--- config.mk ---
export PLATFORM = sky130hd
export DESIGN_NAME = hazard_stall_unit
export DESIGN_NICKNAME = d
export VERILOG_FILES = /design/src/rtl/hazard_stall_unit.sv
export SDC_FILE = /design/constraint.sdc
export NUM_CORES = 1
export LEC_CHECK = 0
export ABC_AREA = 0
export BUFFER_PORTS_ARGS = -buffer_cell sky130_fd_sc_hd__buf_4
export CAP_MARGIN = 20
export CORE_MARGIN = 4
export CORE_UTILIZATION = 35
export CTS_CLUSTER_SIZE = 8
export DETAILED_ROUTE_END_ITERATION = 10
export PLACE_DENSITY = 0.6
export SYNTH_ARGS = -nofsm -noshare
export SYNTH_HDL_FRONTEND = slang
export SYNTH_SLANG_ARGS = --single-unit
--- constraint.sdc ---
create_clock -name clk -period 6.2 [get_ports clk]
set_input_delay 0 -clock clk [delete_from_list [all_inputs] [get_ports clk]]
set_output_delay 0 -clock clk [all_outputs]
set_load 0.05 [all_outputs]
--- src/rtl/hazard_stall_unit.sv ---
// Load-use stall, memory freeze and branch squash control for the pipeline
// registers upstream of EX, with saturating stall/freeze statistics.
module hazard_stall_unit #(
    parameter int CNT_W   = 16,
    parameter int TIMEOUT = 255
) (
    input  logic             clk,
    input  logic             rst,
    input  logic [4:0]       PR_ID_Rs,
    input  logic [4:0]       PR_ID_Rt,
    input  logic             PR_ID_UsesRt,
    input  logic             ID_Valid,
    input  logic             ID_MemRead,
    input  logic             ID_RegWrite,
    input  logic [4:0]       ID_Rd,
    input  logic             EX_MR_MemAccess,
    input  logic             MR_mem_ready,
    input  logic             branch_flush,
    output logic             PC_Write,
    output logic             PR_ID_Write,
    output logic             ID_EX_Write,
    output logic             EX_MR_Write,
    output logic             MR_WB_Write,
    output logic             PR_ID_Flush,
    output logic             ID_EX_Bubble,
    output logic [CNT_W-1:0] stall_count,
    output logic [CNT_W-1:0] freeze_count,
    output logic             mem_timeout
);

    typedef enum logic {RUN, WAIT} state_t;

    localparam logic [CNT_W-1:0] TO_L = CNT_W'(TIMEOUT);

    state_t           state_q, state_d;
    logic             ex_ld_v_q, ex_ld_v_d;
    logic [4:0]       ex_ld_rd_q, ex_ld_rd_d;
    logic [CNT_W-1:0] wait_cnt_q, wait_cnt_d;
    logic [CNT_W-1:0] stall_cnt_q, stall_cnt_d;
    logic [CNT_W-1:0] freeze_cnt_q, freeze_cnt_d;
    logic             timeout_q, timeout_d;
    logic             freeze;
    logic             lu;

    function automatic logic [CNT_W-1:0] sat_inc(input logic [CNT_W-1:0] x);
        return (x == '1) ? x : x + 1'b1;
    endfunction

    assign freeze = EX_MR_MemAccess & ~MR_mem_ready;

    // A load in EX whose nonzero destination is read by the ID instruction
    assign lu = ID_Valid & ex_ld_v_q & (ex_ld_rd_q != 5'd0) &
                ((PR_ID_Rs == ex_ld_rd_q) |
                 (PR_ID_UsesRt & (PR_ID_Rt == ex_ld_rd_q)));

    // Prioritised pipeline-register control: rst, freeze, branch, load-use
    always_comb begin
        PC_Write     = 1'b1;
        PR_ID_Write  = 1'b1;
        ID_EX_Write  = 1'b1;
        EX_MR_Write  = 1'b1;
        MR_WB_Write  = 1'b1;
        PR_ID_Flush  = 1'b0;
        ID_EX_Bubble = 1'b0;
        if (rst) begin
            PC_Write     = 1'b0;
            PR_ID_Write  = 1'b0;
            ID_EX_Write  = 1'b0;
            EX_MR_Write  = 1'b0;
            MR_WB_Write  = 1'b0;
            PR_ID_Flush  = 1'b1;
            ID_EX_Bubble = 1'b1;
        end else if (freeze) begin
            PC_Write    = 1'b0;
            PR_ID_Write = 1'b0;
            ID_EX_Write = 1'b0;
            EX_MR_Write = 1'b0;
            MR_WB_Write = 1'b0;
        end else if (branch_flush) begin
            PR_ID_Flush  = 1'b1;
            ID_EX_Bubble = 1'b1;
        end else if (lu) begin
            PC_Write     = 1'b0;
            PR_ID_Write  = 1'b0;
            ID_EX_Bubble = 1'b1;
        end
    end

    // Next-state: FSM, wait counter, timeout flag, shadow and statistics
    always_comb begin
        state_d      = state_q;
        wait_cnt_d   = wait_cnt_q;
        timeout_d    = timeout_q;
        ex_ld_v_d    = ex_ld_v_q;
        ex_ld_rd_d   = ex_ld_rd_q;
        stall_cnt_d  = stall_cnt_q;
        freeze_cnt_d = freeze_cnt_q;
        unique case (state_q)
            RUN:  if (freeze)  state_d = WAIT;
            WAIT: if (!freeze) state_d = RUN;
            default: state_d = RUN;
        endcase
        if (state_d == WAIT) begin
            wait_cnt_d = sat_inc(wait_cnt_q);
        end else begin
            wait_cnt_d = '0;
        end
        if (freeze && (sat_inc(wait_cnt_q) >= TO_L)) begin
            timeout_d = 1'b1;
        end
        if (ID_EX_Write) begin
            ex_ld_v_d  = ID_Valid & ID_MemRead & ID_RegWrite & ~ID_EX_Bubble;
            ex_ld_rd_d = ID_Rd;
        end
        if (!freeze && !branch_flush && lu) begin
            stall_cnt_d = sat_inc(stall_cnt_q);
        end
        if (freeze) begin
            freeze_cnt_d = sat_inc(freeze_cnt_q);
        end
    end

    // State registers with synchronous reset
    always_ff @(posedge clk) begin
        if (rst) begin
            state_q      <= RUN;
            wait_cnt_q   <= '0;
            timeout_q    <= 1'b0;
            ex_ld_v_q    <= 1'b0;
            ex_ld_rd_q   <= 5'd0;
            stall_cnt_q  <= '0;
            freeze_cnt_q <= '0;
        end else begin
            state_q      <= state_d;
            wait_cnt_q   <= wait_cnt_d;
            timeout_q    <= timeout_d;
            ex_ld_v_q    <= ex_ld_v_d;
            ex_ld_rd_q   <= ex_ld_rd_d;
            stall_cnt_q  <= stall_cnt_d;
            freeze_cnt_q <= freeze_cnt_d;
        end
    end

    assign stall_count  = stall_cnt_q;
    assign freeze_count = freeze_cnt_q;
    assign mem_timeout  = timeout_q;

endmodule

# Yosys cells after proc, flatten, opt, wreduce, memory -nomap -nowiden
# Cells that the tools add are included.
[word_totals]
register_bits = 55
input_bits = 24
output_inout_bits = 40
elab_cells = 53
[op_classes]
n_addsub = 3
magnitude_cmp = 1
n_eq_ne = 5
n_mux = 15
bitwise = 14
n_reduce_logical = 9
[op_table]
columns = ["cell", "n"]
rows = [
  ["$add A16 B1 Y16 const B", 3],
  ["$eq A16 B16 Y1 const B", 3],
  ["$ge A16 B8 Y1 const B", 1],
  ["$mux W16", 1],
  ["$mux W1", 14],
  ["$eq A5 B5 Y1", 2],
  ["$and A1 B1 Y1", 8],
  ["$not A1 Y1", 5],
  ["$reduce_bool A5 Y1", 1],
  ["$reduce_and A2 Y1", 2],
  ["$logic_and A1 B1 Y1", 3],
  ["$logic_not A1 Y1", 2],
  ["$reduce_or A2 Y1", 1],
  ["$or A1 B1 Y1", 1],
]

# Logic depth before layout (Yosys ltp)
[depth]
ltp_word = 10
mapped_depth = 9
ltp_nobuf = 7

# Worst setup path before layout
# OpenSTA, ideal clock, no wires.
[synth_timing]
path_type = "register to output"
startpoint = "reg ex_ld_rd_q[0]"
endpoint = "out PR_ID_Write"
arrival_ns = 2.186
t_required_ns = 6.200
slack_ns = 4.014
path_stages_with_launch = 7
path_buffers = 3
path_cell_list = "dfxtp_1 or4_1 o2111ai_2 buf_6 buf_2 o21a_1 buf_4"
[synth_via]
elab_chain_len = 8
elab_cells_between_ends = 11
cone_classes = "2 x eq/ne; 4 x mux; 4 x bitwise; 1 x reduce/logical"
[synth_rtl]
columns = ["element", "line_no", "rtl"]
rows = [
  ["start, declared", "37", "logic [4:0] ex_ld_rd_q, ex_ld_rd_d;"],
  ["start signal, assigned", "138", "ex_ld_rd_q <= ex_ld_rd_d;"],
  ["$eq A5 B5 Y1", "54", "(PR_ID_UsesRt & (PR_ID_Rt == ex_ld_rd_q)));"],
  ["$and A1 B1 Y1", "54", ""],
  ["$or A1 B1 Y1", "53", "((PR_ID_Rs == ex_ld_rd_q) |"],
  ["$and A1 B1 Y1 *", "52", "assign lu = ID_Valid & ex_ld_v_q & (ex_ld_rd_q != 5'd0) &"],
  ["$mux W1 * (4 in a row)", "-", ""],
  ["end, declared", "20", "output logic PR_ID_Write,"],
]
# Every way passes the cells marked *; elsewhere a longest branch is shown, timed or not.

# Final worst setup path
[layout_timing]
startpoint = "reg wait_cnt_q[0]"
endpoint = "reg timeout_q (netlist: mem_timeout)"
[layout_via]
elab_chain_len = 4
elab_cells_between_ends = 5
cone_classes = "1 x add/sub; 1 x order compare; 1 x eq/ne; 1 x mux; 1 x reduce/logical"
[layout_rtl]
columns = ["element", "line_no", "rtl"]
rows = [
  ["start, declared", "38", "logic [CNT_W-1:0] wait_cnt_q, wait_cnt_d;"],
  ["start signal, assigned", "135", "wait_cnt_q <= wait_cnt_d;"],
  ["$add A16 B1 Y16 / $eq A16 B16 Y1 (equally long branches)", "46", "return (x == '1) ? x : x + 1'b1;"],
  ["$mux W16 *", "46", ""],
  ["$ge A16 B8 Y1 *", "108", "if (freeze && (sat_inc(wait_cnt_q) >= TO_L)) begin"],
  ["$logic_and A1 B1 Y1 *", "108", ""],
  ["end signal, assigned", "136", "timeout_q <= timeout_d;"],
  ["end, declared", "41", "logic timeout_q, timeout_d;"],
]
# Marks and branches as above.
# A chain may end at the register's enable or synchronous reset.

==> out/qor.txt <==
GRT overflow -> 0
Setup Buffers After CTS -> 0
GPL Wtd Cong -> 0.846
worst skew pair latency -> 0.31 ns
critical path peak fanout -> 11
total track usage -> 13.8%
Synthesized Nets -> 378
fmax -> 404 MHz
drt total wl -> 6710 µm
most frequent cells in the layout -> buf_4 (65), dfxtp_1 (55), nor2_1 (42)
Total Neg Setup Slack -> 0 ns
sw frac -> 23.6%
IO Port Bufs -> 63
Reg power frac -> 53.6%
Clock Power Share -> 36.8%
vias -> 2668
Post-DP Area -> 3390 µm²
WL/cell -> 13.2 µm
cts hold-fix bufs -> 5
Die Ht -> 98.9 µm
largest net degree at the start of global routing -> 45
asr flop ratio synth -> 0%
Clock Tree Root -> clkbuf_8
die span in x -> 98.9 µm
fin crit share -> 39.9%
FF+latch count, synth -> 55
area delta synth->final -> 23.0%
CTS tree -> done
DRT antenna net count -> 0
Mapped Area -> 2890 µm²
Final #Nets -> 431
drt pass-1 iters -> 5
most used flip-flop cell after synthesis -> dfxtp_1
Fin. Hold Viols -> 0
DP HPWL -> 4760 µm
Pint -> 0.000515 W
worst path cell trace -> ha_1 -> and4_1 -> nand4_1 -> o211ai_1 -> a32oi_1 -> or3_1 -> a311oi_1
die area -> 9770 µm²
first-pass GRT wire length -> 11500 µm
DR vias/cell -> 5.26
sequential fraction of the synthesis area -> 38.1%
H-tree depth -> 2
synth warn -> 0
Clock Pin Slew Worst Setup and Hold Paths -> 0.11 ns
setup violators final -> 0
part of the power in combinational logic -> 9.7%
Worst Tran Pin Value -> 0.773 ns
Clock Skews -> 0.0169 ns
vias in the first global route -> 2397
dpl cells -> 494
Avg Cell Area, Syn -> 8.23 µm²
Initial Util -> 36.6%
DRC viols -> 0
crit-path max cell delay -> 0.41 ns
Core ar. -> 7890 µm²
Syn Inst Count -> 351
Final Instance Area -> 3550 µm²
Setup crit end kind -> flop
Max-slew headroom -> 48.4%
antenna cells -> 0
most common cell after layout, fill and taps aside -> buf_4
post-CTS sizing -> 0
TritonCTS Buffers -> 5
Initial DRC Count -> 94
Setup CP Type -> reg2reg
status -> completed
unrepaired setup endpoints after global routing -> false
fin cells -> 507
pins over their slew limit -> 0
Hold Path Class -> in2reg
critical path startpoint category -> flop
io pins -> 64
LEAKAGE -> 1.31 nW
Worst VDD drop -> 0.0759 mV
Crit path required time -> 6.41 ns
max cap viols -> 0
final hold slack -> 0.123 ns
std cell rows -> 32
Period minus WS final -> 2.48 ns
share of cells above drive strength 1 -> 19.5%
clk sinks -> 55
initial antenna violation count -> 0
CP arrival -> 2.69 ns
EDFF count, synth -> 0
synth unique cells -> 43
P_sw -> 0.000159 W
Slowest-stage cell, CP -> dfxtp_1
Power Density -> 190 nW/µm²
CTS Buffer Depth -> 2
[cell type report]
type,instances,area (µm²)
inverters,7,26.3
repair buffers,70,538
multi-input cells,265,1640
flip-flops and latches,55,1100
clock inverters,2,35.0
fillers,781,4330
well taps,102,128
clock buffers,6,82.6
[worst max-delay path, delay by kind of cell (launching register included)]
family / cells / cell delay [ns]
adders and majority gates: 1 / 0.33
DFF: 1 / 0.41
AOI/OAI and AO/OA: 3 / 0.57
and+or+nand+nor: 3 / 1.06
[Yosys cell counts (2+ instances only)]
master      n  area share [%]
a31oi_1     2            0.43
and4_1      7             2.1
dfxtp_1    55              38
and3_1     11             2.4
nor3_1      8             1.4
mux2i_1     6             2.1
nand3_1    22             3.8
or4_1      13             3.4
a21oi_1    22             3.8
nand4_1    15             3.2
buf_4       3            0.78
a32oi_1     2            0.61
nor2b_1     3            0.65
ha_1        3             1.3
a2111oi_2   2             1.0
inv_1       7            0.91
o31ai_1    13             3.4
buf_2       8             1.4
nand2_1    31             4.0
nand2b_1    3            0.65
clkbuf_1   12             1.6
a21o_1      2            0.52
o21ai_0     5            0.87
a311oi_1    2            0.61
and2_1      2            0.43
xor2_1     17             5.2
or3_1       3            0.65
xnor2_1    16             4.9
nor2_1     42             5.5
[cells by family (layout without fill, tap and decap cells)]
family	Yosys count	after routing	share of synthesized area, %
AOI/OAI and AO/OA	59	59	13.9
DFF	55	55	38.1
xor gates and xnor gates	33	33	10.0
adders and majority gates	3	3	1.30
and+or+nand+nor	163	163	29.1
muxes	7	7	2.47
buffers and inverters	31	85	5.02
[flip-flops by register name, indices dropped and copies added, names as in the netlist]
signal / cells
stall_count: 16
mem_timeout: 1
wait_cnt_q: 16
ex_ld_v_q: 1
freeze_count: 16
ex_ld_rd_q: 5
[final timing paths]
| check | from | endpoint | slack [ns] | cells after the start |
|---|---|---|---|---|
| setup / recovery | wait_cnt_q[0]$_SDFF_PP0_ | mem_timeout$_SDFFE_PP0P_ | 3.72 | 7 |
| hold / removal | MR_mem_ready | ex_ld_rd_q[4]$_SDFFE_PP0P_ | 0.12 | 4 |
| setup reg to reg | wait_cnt_q[0]$_SDFF_PP0_ | mem_timeout$_SDFFE_PP0P_ | 3.72 | 7 |
| hold reg to reg | stall_count[10]$_SDFFE_PP0P_ | stall_count[10]$_SDFFE_PP0P_ | 0.50 | 2 |
[metrics by stage]
stage	total power, W	setup slack, ns	utilization, %
6_report	0.000674	3.72	45.1
5_1_grt	0.000704	3.53	45.1
4_1_cts	0.000686	3.74	45.1
3_5_place_dp	0.000432	3.77	42.9
3_3_place_gp	0.000432	3.86	42.9
2_1_floorplan	0.000410	4.01	-
[routing by layer]
metal	vias up	routed length [µm]	GRT usage, %
met2	53	3120	22.0
met4	0	82	4.20
met1	1249	3150	18.8
met3	5	356	2.69
met5	-	0	0
li1	1361	-	-
[power groups by stage]
stage	logic [W]	registers, W	clock network [W]
6_report	0.0000652	0.000361	0.000248
4_1_cts	0.0000658	0.000361	0.000259
5_1_grt	0.0000706	0.000362	0.000272
3_3_place_gp	0.0000627	0.000369	0
3_5_place_dp	0.0000632	0.000369	0
2_1_floorplan	0.0000391	0.000371	0
Note: power is estimated with default switching activity, not from simulation.
